File: config.mk
export PLATFORM = sky130hd
export DESIGN_NAME = mux_2to1
export DESIGN_NICKNAME = d
export VERILOG_FILES = /design/src/rtl/mux_2to1.sv
export SDC_FILE = /design/constraint.sdc
export NUM_CORES = 1
export LEC_CHECK = 0
export ABC_AREA = 0
export CORE_MARGIN = 2
export CORE_UTILIZATION = 31
export DETAILED_ROUTE_END_ITERATION = 6
export MAX_ROUTING_LAYER = met4
export PLACE_DENSITY = 0.86
export SKIP_LAST_GASP = 1
export SLEW_MARGIN = 20
export SYNTH_ARGS = -nofsm -noshare
export SYNTH_HDL_FRONTEND = slang
export SYNTH_SLANG_ARGS = --single-unit
export TNS_END_PERCENT = 5
File: constraint.sdc
create_clock -name clk -period 0.9 [get_ports clk]
set_clock_uncertainty 0.1 [all_clocks]
set_input_delay 0.09 -clock clk [delete_from_list [all_inputs] [get_ports clk]]
set_output_delay 0.09 -clock clk [all_outputs]
set_load 0.01 [all_outputs]
File: src/rtl/mux_2to1.sv
// 2:1 word multiplexer for the Sobel gradient path: combinational result plus
// a registered copy with load enable and synchronous active-high reset.
module mux_2to1 #(
  parameter int unsigned            WIDTH       = 8,
  parameter logic [WIDTH-1:0]       RESET_VALUE = '0
) (
  input  logic             clk,
  input  logic             reset,
  input  logic [WIDTH-1:0] in0,
  input  logic [WIDTH-1:0] in1,
  input  logic             sel,
  input  logic             en,
  output logic [WIDTH-1:0] y,
  output logic [WIDTH-1:0] y_q
);

  // Conditional operator merges bitwise on an unknown sel, so equal inputs
  // still produce a clean value in simulation.
  always_comb begin
    y = sel ? in1 : in0;
  end

  always_ff @(posedge clk) begin
    if (reset) begin
      y_q <= RESET_VALUE;
    end else if (en) begin
      y_q <= y;
    end
  end

endmodule

==> impl_metrics.json <==
{
  "route.detailed.drc": 0,
  "syn_inst": 35,
  "worstMarginPinSlew_ns": 0.2381,
  "firstDrtPassIters": 3,
  "cts.sink_count": 8,
  "drv_cap": 0,
  "grt.met3_usage_pct": 3.913,
  "grt_pass1_wl_mm": 2.139,
  "die_w_um": 41.69,
  "worstPathArrival_ns": 0.74,
  "initial_core_util_pct": 33.43,
  "vias": 431,
  "synth-seq-cells": 8,
  "htreeDepth": 1,
  "worstSetupStartpointType": "input pin",
  "grt_pass1_vias": 484,
  "critical_path_class": "in -> out",
  "drt-vias-per-instance": 4.634,
  "leakagePower_nw": 0.4347,
  "rsz0062_at_grt": "true",
  "hpwl_um": 937.5,
  "wl_mm": 1.215,
  "reg2regPathDepth": 2,
  "cts_buffers": 3,
  "required_ns": 0.71,
  "port_buffers": 35,
  "drive_gt1_share_pct": 57.69,
  "hold_viol": 0,
  "die_h_um": 41.69,
  "p_per_area_mw_per_mm2": 1208,
  "clock-root-buffer": "clkbuf_4",
  "cts.path.max_buffers": 2,
  "status": "finished, violations left",
  "regMostFlops": "y_q",
  "clk_pin_slew_ns": 0.06,
  "fin_crit_sh_pct": 103.7,
  "use_met2_pct": 28.44,
  "layout_common_cells": "dlygate4sd2_1 (16), buf_6 (12)",
  "boundaryPins": 36,
  "ir_drop_uv": 779.4,
  "synthesis.nets": 55,
  "fin_area_sq_um": 838.3,
  "clock_latency_ns": 0.25,
  "max_freq_mhz": 1072,
  "wl_per_cell_um": 13.06,
  "place.gp.congestion": 0.6035,
  "cpMaxStageDelayCell": "mux2_4",
  "ant_nets": 0,
  "largestRegisters": "y_q: 8 flops",
  "grt_use_met1_pct": 17.82,
  "critPathMaxFanout": 5,
  "busiest_layer": "met2",
  "placed_area_sq_um": 823.3,
  "endpoint_kind": "primary output",
  "ctsHoldBuffers": 0,
  "largest_reg_flops": 8,
  "ys_seq_area_share_pct": 36.36,
  "hp-class": "in -> reg",
  "syn_area_per_cell_sq_um": 12.58,
  "slew_viol_final": 0,
  "fin_ws_ns": -0.03314,
  "synth-warning-count": 0,
  "dp.cells": 87,
  "setup_viol": 8,
  "grt_usage_pct": 16.28,
  "tritoncts": "done",
  "die-area_sq_mm": 0.001738,
  "drtIter0Drc": 1,
  "rows": 13,
  "worst_path_most_repeated_cell": "buf_6",
  "grt_max_degree": 9,
  "netlist_area_sq_um": 440.4,
  "violations": "setup timing",
  "slowest_delay_ns": 0.31,
  "min_period_ns": 0.9331,
  "holdPathStages": 3,
  "synth_cell_type_count": 7,
  "synthToLayoutAreaGrowth_pct": 90.34,
  "antenna_cells": 0,
  "core_area_sq_mm": 0.001318,
  "gr-total-overflow": 0,
  "antenna_found_initial": 0,
  "relSlewSlack_pct": 84.10,
  "path_cells": "buf_6, buf_6, mux2_4, buf_6",
  "final-instance-count-excl-fill": 93,
  "final_common_cell": "dlygate4sd2_1",
  "final_nets": 100
}
cell type report:
cell class,count,area (sq um)
Clock buffer,3,22.52
Fill cell,111,479.2
Inverter,1,3.754
Multi-Input combinational cell,24,260.3
Sequential cell,8,162.7
Tap cell,15,18.77
Timing Repair Buffer,42,370.4
per-layer routing:
metal  vias to the layer above  share of wire (%)
met5                         -                  0
met4                         0               0.33
met3                         2                7.5
met2                        25                 51
met1                       191                 41
li1                        213                  -
power breakdown:
part	leakage (nW)	switching, W	internal [W]
sequential	0.0671	0.0000127	0.000382
clock	0.0138	0.000119	0.000152
combinational	0.354	0.000122	0.000225
total	0.435	0.000254	0.000759
what timing repair did:
item,in CTS,in global routing
cloned,0,0
buffers inserted,3,0
endpoints found under the setup margin,24,24
resized for setup,93,8
critical path: cells and delay by family:
| family | cells | cell delay, ns |
|---|---|---|
| mux | 1 | 0.31 |
| buf+inv | 3 | 0.34 |
cells in the mapped netlist:
master,n,area [sq um]
buf_6,1,11.26
clkbuf_2,1,5.000
dfxtp_1,8,160.2
inv_1,1,3.750
mux2_4,8,120.1
o21a_1,8,60.06
o21ba_2,8,80.08
through the flow:
| step | hold WS (ns) | setup TNS (ns) | utilization, % | total power [W] | setup slack, ns |
|---|---|---|---|---|---|
| floorplan | 0.2215 | -0.01210 | - | 0.0005571 | -0.001513 |
| global placement | 0.4478 | -11.46 | 62.49 | 0.0007615 | -0.8018 |
| detailed placement | 0.4677 | -11.85 | 62.49 | 0.0007694 | -0.8205 |
| CTS | 0.2072 | -1.164 | 63.91 | 0.001023 | -0.09069 |
| global route | 0.2271 | -0.5197 | 63.63 | 0.001060 | -0.04833 |
| finish | 0.2110 | -0.2036 | 63.63 | 0.001013 | -0.03314 |
logic make-up (layout without fill, tap and decap cells):
kind of cell / Yosys count / after routing / share of synthesized area [%]
compound gates: 16 / 16 / 31.82
mux: 8 / 8 / 27.27
buf+inv: 3 / 46 / 4.543
flops: 8 / 8 / 36.36
path summary, 6_finish.rpt:
kind	end	slack [ns]	start
min	y_q[2]$_SDFFE_PP0P_	0.21	in1[2]
max reg2reg	y_q[6]$_SDFFE_PP0P_	0.09	y_q[6]$_SDFFE_PP0P_
max	y[3]	-0.03	sel
min reg2reg	y_q[5]$_SDFFE_PP0P_	0.47	y_q[5]$_SDFFE_PP0P_
No activity file was read; power rests on OpenSTA's default activity.
